$ cat config.mk
export PLATFORM = sky130hd
export DESIGN_NAME = hazard_stall_ctrl
export DESIGN_NICKNAME = d
export VERILOG_FILES = /design/src/rtl/hazard_stall_ctrl.sv
export SDC_FILE = /design/constraint.sdc
export NUM_CORES = 1
export LEC_CHECK = 0
export CORE_UTILIZATION = 51
export CTS_BUF_LIST = sky130_fd_sc_hd__clkbuf_8
export CTS_CLUSTER_DIAMETER = 80
export DETAILED_ROUTE_END_ITERATION = 6
export PLACE_DENSITY = 0.87
export SLEW_MARGIN = 30
export SYNTH_ARGS = -nofsm -noshare
export SYNTH_HDL_FRONTEND = slang
export SYNTH_SLANG_ARGS = --single-unit
$ cat constraint.sdc
create_clock -name clk_i -period 4.45 [get_ports clk_i]
set_input_delay 1.335 -clock clk_i [delete_from_list [all_inputs] [get_ports clk_i]]
set_output_delay 1.335 -clock clk_i [all_outputs]
set_load 0.02 [all_outputs]
$ cat src/rtl/hazard_stall_ctrl.sv
// Pipeline hazard sequencer: load-use stalls, mult/div busy holds, branch
// flushes, plus a saturating stall-cycle counter for performance debug.
// State advances on the falling clock edge, matching the PC and pipe regs.
module hazard_stall_ctrl #(
    parameter int REGAW  = 5,
    parameter int MD_LAT = 32,
    parameter int CNTW   = 16
) (
    input  logic             clk_i,
    input  logic             rst_n_i,
    input  logic [REGAW-1:0] id_rs_i,
    input  logic [REGAW-1:0] id_rt_i,
    input  logic             id_uses_rt_i,
    input  logic             ex_memread_i,
    input  logic [REGAW-1:0] ex_rt_i,
    input  logic             id_md_start_i,
    input  logic             id_md_use_i,
    input  logic             ex_br_taken_i,
    output logic             stall_o,
    output logic             keep_o,
    output logic             if_id_flush_o,
    output logic             id_ex_flush_o,
    output logic             md_busy_o,
    output logic             md_done_o,
    output logic [CNTW-1:0]  stall_cnt_o
);

    typedef enum logic [0:0] {
        IDLE = 1'b0,
        BUSY = 1'b1
    } state_t;

    // Busy window runs MD_LAT cycles: loaded with MD_LAT-1, done when it hits 0.
    localparam logic [7:0] MD_CNT_LOAD = 8'(MD_LAT - 1);
    localparam logic [CNTW-1:0] CNT_ONE = {{(CNTW-1){1'b0}}, 1'b1};

    state_t          state_r;
    state_t          state_nxt_s;
    logic [7:0]      md_cnt_r;
    logic [7:0]      md_cnt_nxt_s;
    logic [CNTW-1:0] stall_cnt_r;

    logic lu_s;
    logic mdh_s;
    logic busy_s;
    logic done_s;
    logic stall_s;
    logic keep_s;
    logic if_id_flush_s;
    logic id_ex_flush_s;

    // $zero is never a real dependency, so a load into r0 never stalls.
    assign lu_s   = ex_memread_i & (ex_rt_i != {REGAW{1'b0}}) &
                    ((ex_rt_i == id_rs_i) | (id_uses_rt_i & (ex_rt_i == id_rt_i)));
    assign busy_s = (state_r == BUSY);
    assign mdh_s  = busy_s & (id_md_use_i | id_md_start_i);

    // Prioritised hold/flush decode: branch beats mult/div hold beats load-use.
    always_comb begin
        stall_s       = 1'b0;
        keep_s        = 1'b0;
        if_id_flush_s = 1'b0;
        id_ex_flush_s = 1'b0;
        if (ex_br_taken_i) begin
            if_id_flush_s = 1'b1;
            id_ex_flush_s = 1'b1;
        end else if (mdh_s) begin
            keep_s        = 1'b1;
            id_ex_flush_s = 1'b1;
        end else if (lu_s) begin
            stall_s       = 1'b1;
            id_ex_flush_s = 1'b1;
        end else begin
            stall_s       = 1'b0;
            id_ex_flush_s = 1'b0;
        end
    end

    // Mult/div FSM next state; a stalled or squashed start is simply retried.
    always_comb begin
        state_nxt_s  = state_r;
        md_cnt_nxt_s = md_cnt_r;
        done_s       = 1'b0;
        case (state_r)
            IDLE: begin
                if (id_md_start_i & ~ex_br_taken_i & ~lu_s) begin
                    state_nxt_s  = BUSY;
                    md_cnt_nxt_s = MD_CNT_LOAD;
                end else begin
                    state_nxt_s  = IDLE;
                end
            end
            BUSY: begin
                if (md_cnt_r == 8'd0) begin
                    done_s      = 1'b1;
                    state_nxt_s = IDLE;
                end else begin
                    md_cnt_nxt_s = md_cnt_r - 8'd1;
                end
            end
            default: begin
                state_nxt_s  = IDLE;
                md_cnt_nxt_s = 8'd0;
            end
        endcase
    end

    // FSM state and busy-window counter registers.
    always_ff @(negedge clk_i or negedge rst_n_i) begin
        if (!rst_n_i) begin
            state_r  <= IDLE;
            md_cnt_r <= 8'd0;
        end else begin
            state_r  <= state_nxt_s;
            md_cnt_r <= md_cnt_nxt_s;
        end
    end

    // Saturating count of held cycles; sticks at all-ones instead of wrapping.
    always_ff @(negedge clk_i or negedge rst_n_i) begin
        if (!rst_n_i) begin
            stall_cnt_r <= {CNTW{1'b0}};
        end else if ((stall_s | keep_s) && !(&stall_cnt_r)) begin
            stall_cnt_r <= stall_cnt_r + CNT_ONE;
        end else begin
            stall_cnt_r <= stall_cnt_r;
        end
    end

    assign stall_o       = stall_s;
    assign keep_o        = keep_s;
    assign if_id_flush_o = if_id_flush_s;
    assign id_ex_flush_o = id_ex_flush_s;
    assign md_busy_o     = busy_s;
    assign md_done_o     = done_s;
    assign stall_cnt_o   = stall_cnt_r;

endmodule

==> flow_summary.yaml, run 1 <==
run_status:
  status: "did not finish"
  haltStage: "clock tree synthesis"
  firstError: "[ERROR DPL-0038] Utilization greater than 100%, impossible to legalize"
floorplan:
  die_x_um: 54.0
  die_h_um: 54.0
  start_util_pct: 54.6
  io_pins: 44
  std_cell_rows: 18
synth:
  yosysWarningCount: 0
  synthesis.nets: 164
  seq_area_frac_synth_pct: 45.4
  synthTopCellsByArea: "dfrtn_1 (45%), xnor2_1 (15%), nand2_1 (5.4%)"
  synth_top_area_share_pct: 45.4
  ys.flop_type: "dfrtn_1"
  ys_async_sr_fraction_pct: 100
  syn-cell-area_um2: 1380
  yosysUniqueCellTypes: 38
  avgSynthCellArea_um2: 9.84
  ys_ff_latch: 25
  syn_inst: 140
  synth_edf_count: 0
  yosysTopAreaCell: "dfrtn_1"
placed_design:
  gp_congestion: 0.817
  portBuffers: 43
  dpl.hpwl_mm: 3.03
  place_ws_ns: -1.10
clocking:
  cts_made_buffers: 3
  cts_resized: 234
  cts.sinks: 25
  cts-root-buf: "clkbuf_8"
  post_cts_buffers: 68
  clock_path_buffers: 2
  htreeDepth: 1
  ctsHoldBuffers: 0
==> cell families after synthesis <==
| family | share of synthesized area [%] |
|---|---|
| AOI/OAI and AO/OA | 9.26 |
| xor gates and xnor gates | 15.9 |
| adders and majority gates | 1.82 |
| buffers and inverters | 2.45 |
| DFF | 45.4 |
| muxes | 2.36 |
| and+or+nand+nor | 22.8 |
==> synthesized netlist by cell type (2+ instances only) <==
master / number
o21a_1: 2
nand2_1: 20
and3_1: 2
nand4_1: 8
nor2_1: 6
inv_1: 4
ha_1: 2
a21oi_1: 4
dfrtn_1: 25
o21ai_0: 2
nor3_1: 8
nand3_1: 6
o211ai_1: 2
xnor2_1: 24
mux2_2: 2
==> stage by stage <==
step	instances	instance area, um2
floorplan	140	1430
detailed placement	253	2210
global placement	253	2210
==> inputs of run 2 (changes only) <==
==> config.mk (replaced) <==
export PLATFORM = sky130hd
export DESIGN_NAME = hazard_stall_ctrl
export DESIGN_NICKNAME = d
export VERILOG_FILES = /design/src/rtl/hazard_stall_ctrl.sv
export SDC_FILE = /design/constraint.sdc
export NUM_CORES = 1
export LEC_CHECK = 0
export CORE_AREA = 2 2 63 65
export DETAILED_ROUTE_END_ITERATION = 6
export DIE_AREA = 0 0 65 67
export PLACE_DENSITY_LB_ADDON = 0.15
export SLEW_MARGIN = 30
export SYNTH_ARGS = -nofsm -noshare
export SYNTH_HDL_FRONTEND = slang
export SYNTH_SLANG_ARGS = --single-unit
==> flow_summary.yaml, run 2 <==
run_status:
  status: "finished with violations"
  violations: "negative setup slack"
placed_design:
  dpl.hpwl_mm: 2.96
  place_inst: 272
  portBuffers: 43
  gp_congestion: 0.891
finish:
  fin_cells: 294
  largest_reg_flops: 16
  n_antenna_cell: 0
  final_cell_mix: "buf_4 (49), buf_6 (31), dfrtn_1 (25), xnor2_2 (15), buf_2 (14)"
  nets: 271
  area_growth_pct: 97.7
  layout_commonest_cell: "buf_4"
  drive_above_1_share_pct: 63.4
sta:
  hold_viol_final: 0
  fin_ws_ns: -0.621
  fin_setup_tns_ns: -9.65
  finalMaxSlewViolations: 0
  max_slew_margin_pct: 55.3
  tightest_slew_ns: 0.669
  grt_setup_unrepaired: "true"
  skew_ns: 0.00346
  setup_violations: 30
synth:
  yosysTopAreaCell: "dfrtn_1"
  synth_edf_count: 0
  syn_inst: 140
  synthTopCellsByCount: "dfrtn_1 (25), xnor2_1 (24), nand2_1 (20)"
  yosysWarningCount: 0
  yosysUniqueCellTypes: 38
  synthesis.nets: 164
  ys_async_sr_fraction_pct: 100
  seq_area_frac_synth_pct: 45.4
  syn-cell-area_um2: 1380
  synthTopCellsByArea: "dfrtn_1 (45%), xnor2_1 (15%), nand2_1 (5.4%)"
  synth.most_common_cell: "dfrtn_1"
  ys.flop_type: "dfrtn_1"
  ys_ff_latch: 25
  avgSynthCellArea_um2: 9.84
  synth_top_area_share_pct: 45.4
routing:
  met3WireLength_um: 99
  vias: 1487
  wl_met1_mm: 1.96
  drc_errors: 0
  wl_met2_mm: 2.71
  drt-initial-drc-count: 54
  antenna_left: 0
  wl_per_cell_um: 16.5
  drt_pass1_iterations: 4
  routed.top_layer: "met4"
  vias_per_cell: 5.06
  drt-total-wl_mm: 4.86
pwr:
  seq_power_share_pct: 27.5
  p_clk_share_pct: 11.0
  p_int_w: 0.000779
  p_sw_w: 0.000475
  pwr-share-comb_pct: 61.5
  powerDensity_nw_per_um2: 460
  sw_frac_of_total_pct: 37.9
  ir_worst_vdd_mv: 0.382
  p_leak_nw: 1.33
  power_w: 0.00125
floorplan:
  die_h_um: 67
  fp.dieArea_um2: 4360
  io_pins: 44
  die_x_um: 65
  coreArea_um2: 3610
  start_util_pct: 38.2
  std_cell_rows: 22
critical_path:
  crit_path_end_kind: "output port"
  cp.arrival_ns: 3.74
  crit_required_ns: 3.12
  cp-start-kind: "register"
  crit_type: "reg2out"
  crit_fanout: 2
global_routing:
  grt_pass1_wl_mm: 7.39
  first_global_vias: 1548
  grt_start_max_net_pins: 26
  grt_use_total_pct: 22.6
  grt_overflow: 0
  antenna_found_initial: 0
clocking:
  htreeDepth: 1
  clk_pin_slew_ns: 0.06
  clock_path_buffers: 2
  cts.sinks: 25
  cts_tree: "yes"
  cts_made_buffers: 3
  insertion_delay_ns: 0.28
  cts-root-buf: "clkbuf_8"
  ctsHoldBuffers: 0
flow_run:
  maxCapViolCount: 0
worst_hold_path:
  hp-class: "reg2reg"
run 2: final timing paths:
path	from	end	slack, ns	cells after the start
hold reg to reg	stall_cnt_o[7]	stall_cnt_o[7]	0.53	2
max in group asynchronous	rst_n_i	stall_cnt_o[6]	0.73	2
min in group asynchronous	rst_n_i	md_cnt_r[6]	3.53	2
setup reg to reg	stall_cnt_o[1]	stall_cnt_o[1]	1.83	7
hold / removal	stall_cnt_o[7]	stall_cnt_o[7]	0.53	2
setup / recovery	md_cnt_r[3]	md_done_o	-0.62	5
run 2: power by group through the flow:
stage / sequential [W] / combinational [W] / clock, W
after floorplan: 0.000410 / 0.000204 / 0
after global placement: 0.000344 / 0.000547 / 0
after detailed placement: 0.000349 / 0.000569 / 0
after CTS: 0.000341 / 0.000682 / 0.000141
after global routing: 0.000352 / 0.000824 / 0.000151
final: 0.000345 / 0.000771 / 0.000138
run 2: cells by family (layout without fill, tap and decap cells):
| family | after synthesis | count (layout) | synth area share [%] |
|---|---|---|---|
| flops | 25 | 25 | 45.4 |
| buf+inv | 6 | 111 | 2.45 |
| compound gates | 18 | 19 | 9.26 |
| xor+xnor | 25 | 25 | 15.9 |
| mux | 3 | 3 | 2.36 |
| simple gates | 61 | 61 | 22.8 |
| fa+ha+maj | 2 | 2 | 1.82 |
run 2: layout make-up:
cell class,instances,area (um2)
Timing Repair Buffer,103,886
Tap cell,48,60.1
Inverter,4,15.0
Sequential cell,25,626
Fill cell,246,882
Multi-Input combinational cell,110,1090
Clock inverter,1,5.00
Clock buffer,3,41.3
run 2: metrics by stage:
stage / cell area [um2] / util [%] / hold slack [ns] / setup slack, ns
finish: 2720 / 75.5 / 0.534 / -0.621
global route: 2720 / 75.5 / 0.557 / -0.670
CTS: 2510 / 69.7 / 0.534 / -0.624
detailed placement: 2240 / 62.0 / 0.530 / -1.12
global placement: 2240 / 62.0 / 0.522 / -1.02
floorplan: 1430 / - / 0.415 / -0.419
run 2: repair_timing:
item,CTS,global route
gates cloned,1,0
pin swaps,31,11
endpoints found under the setup margin,46,36
gates resized for setup,217,33
setup buffers,11,9
run 2: layer usage:
metal,vias to the layer above,track usage (%)
met1,739,25.2
met4,0,6.12
met3,11,2.53
li1,711,-
met5,-,0
met2,26,45.0
run 2: critical path, stage by stage (launching register included):
cell      delay (ns)
dfrtn_1         0.36
nor3_2          0.24
and2_4          0.18
nand3b_1        0.12
nor3_2          0.16
buf_4           0.17
Note: power is estimated with default switching activity, not from simulation.
==> variant 1 (flow settings as in run 2) <==
`MD_LAT`: 32 -> 16.
--- a/src/rtl/hazard_stall_ctrl.sv
+++ b/src/rtl/hazard_stall_ctrl.sv
@@ -5,3 +5,3 @@
     parameter int REGAW  = 5,
-    parameter int MD_LAT = 32,
+    parameter int MD_LAT = 16,
     parameter int CNTW   = 16
Formal check against the unedited RTL: no difference found for any inputs over 10 cycles, from zero or initial values and one cycle with rst_n_i low; that may be too few to reach the edited logic, so the function may still have changed.
==> variant 1 against run 2 <==
- the flow still finishes with violations (setup timing)
- design area down 2.2%
- sequential cell count unchanged
- power down 13%
- count of clock-buffer cells in the layout unchanged
- synthesized area up 0.27%
- die area unchanged
- setup slack better by 83 ps
- non-clock buffer count down 4
- wire length down 8.0%
- sequential share of layout area up 0.51 points
- via count down 2.6%
- synthesized cell count up 2.9%
- register-to-register slack better by 240 ps
- critical endpoint is now stall_cnt_o[6]
==> variant 1: results (changes against run 2) <==
number of global-route vias before repair 1,532 (was 1,548); diode count 0 (unchanged); first-pass GRT wire length 6960 um (was 7390 um); max incr delay on CP 520 ps (was 360 ps); Seq/Total Area, Yosys 45.3% (was 45.4%); Critical Path AT 2890 ps (was 3740 ps); Synth area leaders dfrtn_1 45%, xnor2_1 10%, xor2_1 7.6% (was dfrtn_1 45%, xnor2_1 15%, nand2_1 5.4%); Reg clk slew, reported paths 60 ps (about the same); TritonRoute pass-1 iters 4 (unchanged); YS warnings 0 (unchanged); Final Max Slew Viols 0 (unchanged); status finished, violations left (unchanged); Clk Latency, worst-skew pair 280 ps (about the same); clk root buf clkbuf_8 (unchanged); Worst Skew 5.69 ps (was 3.46 ps); PnR worst setup slack -538 ps (was -621 ps); slowest stage cell, crit path or4_1 (was dfrtn_1); wire per inst 15.2 um (was 16.5 um); FILL cells 254 (was 246); ratio of cells with drive above 1 in the final layout 55.1% (was 63.4%); Pleak 1.23 nW (was 1.33 nW); setup TNS -12,070 ps (was -9650 ps); nets 270 (was 271); DR vias/cell 4.95 (was 5.06); Port Buffers 43 (unchanged); Post-DP HPWL 2950 um (was 2960 um); drt initial violations 38 (was 54); H-tree depth 1 (unchanged); largest net degree at the start of global routing 26 (unchanged); Max rail drop VDD 0.336 mV (was 0.382 mV); met3 Use GR 2.53% (unchanged); ys async rst share 100% (unchanged); worst-margin pin slew 440 ps (was 669 ps); number of flip-flops under the largest register name 16 (unchanged); failing checks setup timing (unchanged); pre-CTS setup slack -1140 ps (was -1120 ps); Hold Path Depth 2 (unchanged); initial antenna violation count 0 (unchanged); Final Setup Violations 30 (unchanged); global-route track usage on met2 38.5% (was 45.0%); RePlAce Congestion 0.820 (was 0.891); Synthesized Nets 168 (was 164); R2R depth 10 (was 7); GRT met1 Usage 25.0% (was 25.2%); Total GRT Usage 20.9% (was 22.6%); clk buf depth 2 (unchanged); CTS Buf Count 3 (unchanged); Synth cell types 31 (was 38); Top delay family on crit path simple AND/OR/NAND/NOR gates (unchanged); synth cell count leaders 25 x dfrtn_1, 16 x nor2_1, 16 x xnor2_1 (was 25 x dfrtn_1, 24 x xnor2_1, 20 x nand2_1); Hold Crit Class reg2reg (unchanged); worst-path fanout max 7 (was 2)
==> variant 1: cell types whose count changed after synthesis, moves of 4 or more <==
cell and delta:
nand2_1 -7, xnor2_1 -8, nand4_1 -4, nor2_1 +10, nor4_1 +6, xor2_1 +11
==> variant 1: repair_timing <==
action / in CTS / in global routing
pin swaps: 24 / 18
gates resized for setup: 174 / 62
endpoints found under the setup margin: 46 / 41
buffers inserted: 9 / 6
==> variant 1: cell families (layout without fill, tap and decap cells) <==
kind of cell / count (synthesis) / count (layout) / synth area share (%)
and+or+nand+nor: 66 / 66 / 24.3
xor gates and xnor gates: 28 / 28 / 17.8
DFF: 25 / 25 / 45.3
AOI/OAI and AO/OA: 14 / 14 / 7.07
buffers and inverters: 8 / 109 / 2.99
adders and majority gates: 2 / 2 / 1.81
muxes: 1 / 1 / 0.815
==> variant 1: stage by stage <==
stage	power [mW]	hold slack [ps]	cells	utilization (%)	cell area, um^2
final	1.10	555	293	73.9	2670
after detailed placement	0.863	503	278	62.4	2250
after CTS	1.02	542	291	67.1	2420
after global placement	0.839	486	278	62.4	2250
after global routing	1.18	572	293	73.9	2670
after floorplan	0.587	410	144	-	1430
==> variant 1: routing by layer <==
layer	vias up	wire length (um)
met5	-	0
met4	0	66
met3	8	190
met2	40	2410
met1	701	1800
li1	700	-
==> variant 1: path summary, 6_finish.rpt <==
| path | startpoint | endpoint | slack (ps) |
|---|---|---|---|
| setup / recovery | ex_rt_i[2] | stall_cnt_o[6] | -540 |
| hold / removal | stall_cnt_o[14] | stall_cnt_o[14] | 560 |
| setup reg to reg | stall_cnt_o[0] | stall_cnt_o[6] | 2070 |
| hold reg to reg | stall_cnt_o[14] | stall_cnt_o[14] | 560 |
| max in group asynchronous | rst_n_i | stall_cnt_o[12] | 750 |
| min in group asynchronous | rst_n_i | md_cnt_r[4] | 3520 |
==> variant 1: layout make-up <==
class,count,area (um^2),area share (%)
clock buffer,3,41.3,1.55
clock inverter,1,5.00,0.188
inverter,6,22.5,0.845
multi-input combinational,111,1030,38.8
sequential,25,626,23.5
tap,48,60.1,2.25
timing repair buffer,99,877,32.9
==> variant 1: worst register-to-register path: stages, from the launching register on <==
cell and delay, ps:
dfrtn_1 410, buf_4 130, ha_1 170, nand3_1 220, nor2_1 330, a311oi_2 140
buf_4 160, a31oi_4 270, buf_8 210, nor3_4 50, xor2_1 150
==> variant 1: report_power, final <==
part,internal [mW],switching [mW],leakage (nW)
Clock,0.0626,0.0733,0.0255
Combinational,0.312,0.293,0.904
Sequential,0.304,0.0502,0.302
==> variant 2 (settings of run 2) <==
Without the edit above. Make the reset (`rst_n_i`) synchronous in 2 clocked blocks.
--- a/src/rtl/hazard_stall_ctrl.sv
+++ b/src/rtl/hazard_stall_ctrl.sv
@@ -108,3 +108,3 @@
     // FSM state and busy-window counter registers.
-    always_ff @(negedge clk_i or negedge rst_n_i) begin
+    always_ff @(negedge clk_i) begin
         if (!rst_n_i) begin
@@ -119,3 +119,3 @@
     // Saturating count of held cycles; sticks at all-ones instead of wrapping.
-    always_ff @(negedge clk_i or negedge rst_n_i) begin
+    always_ff @(negedge clk_i) begin
         if (!rst_n_i) begin
Check against the original RTL: differs if rst_n_i is asserted again (counterexample within 4 cycles, from zero or initial values and one cycle with rst_n_i low); with rst_n_i held inactive, the same outputs for 10 cycles.
==> variant 2 against run 2 <==
- clock skew up 35 ps
- design area up 12%
- final cell count up 25%
- critical path depth up 3
- critical endpoint unchanged
- synthesized area up 10%
- wire length up 40%
- the flow still finishes with violations (setup timing)
- die area unchanged
- sequential share of layout area down 6.2 points
- sequential cell count unchanged
- setup slack worse by 26 ps
- register-to-register slack better by 110 ps
Power is not compared: it rests on default switching activity, and its combinational part moved more than twofold at a synthesized area within 25%.
==> variant 2: results (changes against run 2) <==
TritonRoute pass-1 iters 4 (unchanged); total design power 0.794 mW; Hold Path Depth 3 (was 2); status finished, violations left (unchanged); synth cell count leaders 25 x dfxtp_1, 20 x nand2_1, 14 x nor2_1 (was 25 x dfrtn_1, 24 x xnor2_1, 20 x nand2_1); Reg clk slew, reported paths 40 ps (was 60 ps); relative slew slack 64.7% (was 55.3%); first-pass GRT wire length 9540 um (was 7390 um); DR vias/cell 5.83 (was 5.06); R2R depth 7 (unchanged); ys async rst share 0% (was 100%); Cell Int Power 0.510 mW; Synthesized Nets 205 (was 164); YS warnings 0 (unchanged); Synth cell types 45 (was 38); Synth Area in Adders 1.65% (was 1.82%); Final Setup Violations 30 (unchanged); clk buf depth 2 (unchanged); Resize count post-CTS 192 (was 217); Post-Synth XOR/XNOR Area 7.51% (was 15.9%); final WL 6780 um (was 4860 um); drt initial violations 143 (was 54); Setup Buffers After CTS 17 (was 11); compound-gate portion of the synthesized area 25.4% (was 9.26%); slowest stage cell, crit path dfxtp_2 (was dfrtn_1); Register-to-Register Setup Slack 1940 ps (was 1830 ps); Pleak 1.35 nW; RePlAce Congestion 0.797 (was 0.891); failing checks setup timing (unchanged); Port Buffers 43 (unchanged); remaining global-route overflow 0 (unchanged); combinational power 0.242 mW; worst-path fanout max 3 (was 2); RR Endpoint stall_cnt_o[9] (was stall_cnt_o[1]); Final Hold Vio Count 0 (unchanged); Max rail drop VDD 0.205 mV; Total GRT Usage 28.2% (was 22.6%); Clk Latency, worst-skew pair 380 ps (was 280 ps); Seq/Total Area, Yosys 33.0% (was 45.4%); Worst Skew 38.0 ps (was 3.46 ps); largest net degree at the start of global routing 15 (was 26); max incr delay on CP 310 ps (was 360 ps); number of flip-flops under the largest register name 16 (unchanged); WHS Endpoint stall_cnt_o[10] (was stall_cnt_o[7]); Seq pwr share 30.5%; Synth area leaders dfxtp_1 33%, xnor2_1 5.8%, nand2_1 5.0% (was dfrtn_1 45%, xnor2_1 15%, nand2_1 5.4%); clk root buf clkbuf_8 (unchanged); CTS Buf Count 3 (unchanged); hold_sp stall_cnt_o[10] (was stall_cnt_o[7]); reg2reg start stall_cnt_o[0] (was stall_cnt_o[1]); Critical Path AT 3760 ps (was 3740 ps); ratio of cells with drive above 1 in the final layout 56.3% (was 63.4%); number of global-route vias before repair 2,087 (was 1,548); PnR worst setup slack -646 ps (was -621 ps); Post-DP HPWL 3550 um (was 2960 um); post-synthesis mux area share 1.98% (was 2.36%); nets 345 (was 271)
==> variant 2: cell count changes after synthesis, moves of 3 or more <==
cell / change
clkbuf_1: +3
a21oi_1: +6
a31oi_1: +6
nor2_1: +8
dfrtn_1: -25
o31ai_1: +9
dfxtp_1: +25
nand4_1: -6
inv_1: +5
xnor2_1: -14
or4_1: +7
==> variant 2: worst max-delay path, delay by kind of cell (launching register included) <==
family	cells	cell delay, ps
fa+ha+maj	1	130
buf+inv	2	190
flops	1	310
simple gates	5	570
==> variant 2: final cells by class <==
| class | count | area (um^2) |
|---|---|---|
| sequential | 25 | 510 |
| fill | 195 | 561 |
| clock inverter | 26 | 124 |
| clock buffer | 3 | 41.3 |
| inverter | 9 | 33.8 |
| multi-input combinational | 140 | 1320 |
| tap | 48 | 60.1 |
| timing repair buffer | 117 | 953 |
==> variant 2: worst max path at each step <==
stage                      from  slack [ps]  depth (start not counted)              to
floorplan            ex_rt_i[1]        -540                          7  stall_cnt_o[1]
global placement     ex_rt_i[1]       -1100                          7  stall_cnt_o[1]
detailed placement   ex_rt_i[1]       -1190                          8  stall_cnt_o[8]
CTS                 md_cnt_r[0]        -650                          8       md_done_o
global route        md_cnt_r[0]        -750                          8       md_done_o
finish              md_cnt_r[0]        -650                          8       md_done_o
==> variant 2: stage by stage <==
stage               hold slack, ps  cells  area [um^2]  TNS [ps]  worst slack, ps
finish                         607    368         3050     -9920             -646
global placement               578    314         2430    -28030            -1100
global route                   622    368         3050    -11240             -746
CTS                            602    359         2800     -8780             -646
detailed placement             594    314         2430    -29260            -1190
floorplan                      482    181         1620    -10870             -541
==> variant 2: routing by layer <==
metal  routed length (um)  GRT usage, %  up-vias
met2                 3430          51.5      140
met3                  537          4.90       30
met1                 2560          32.1     1024
met4                  259          12.0        0
met5                    0             0        -
li1                     -             -      951
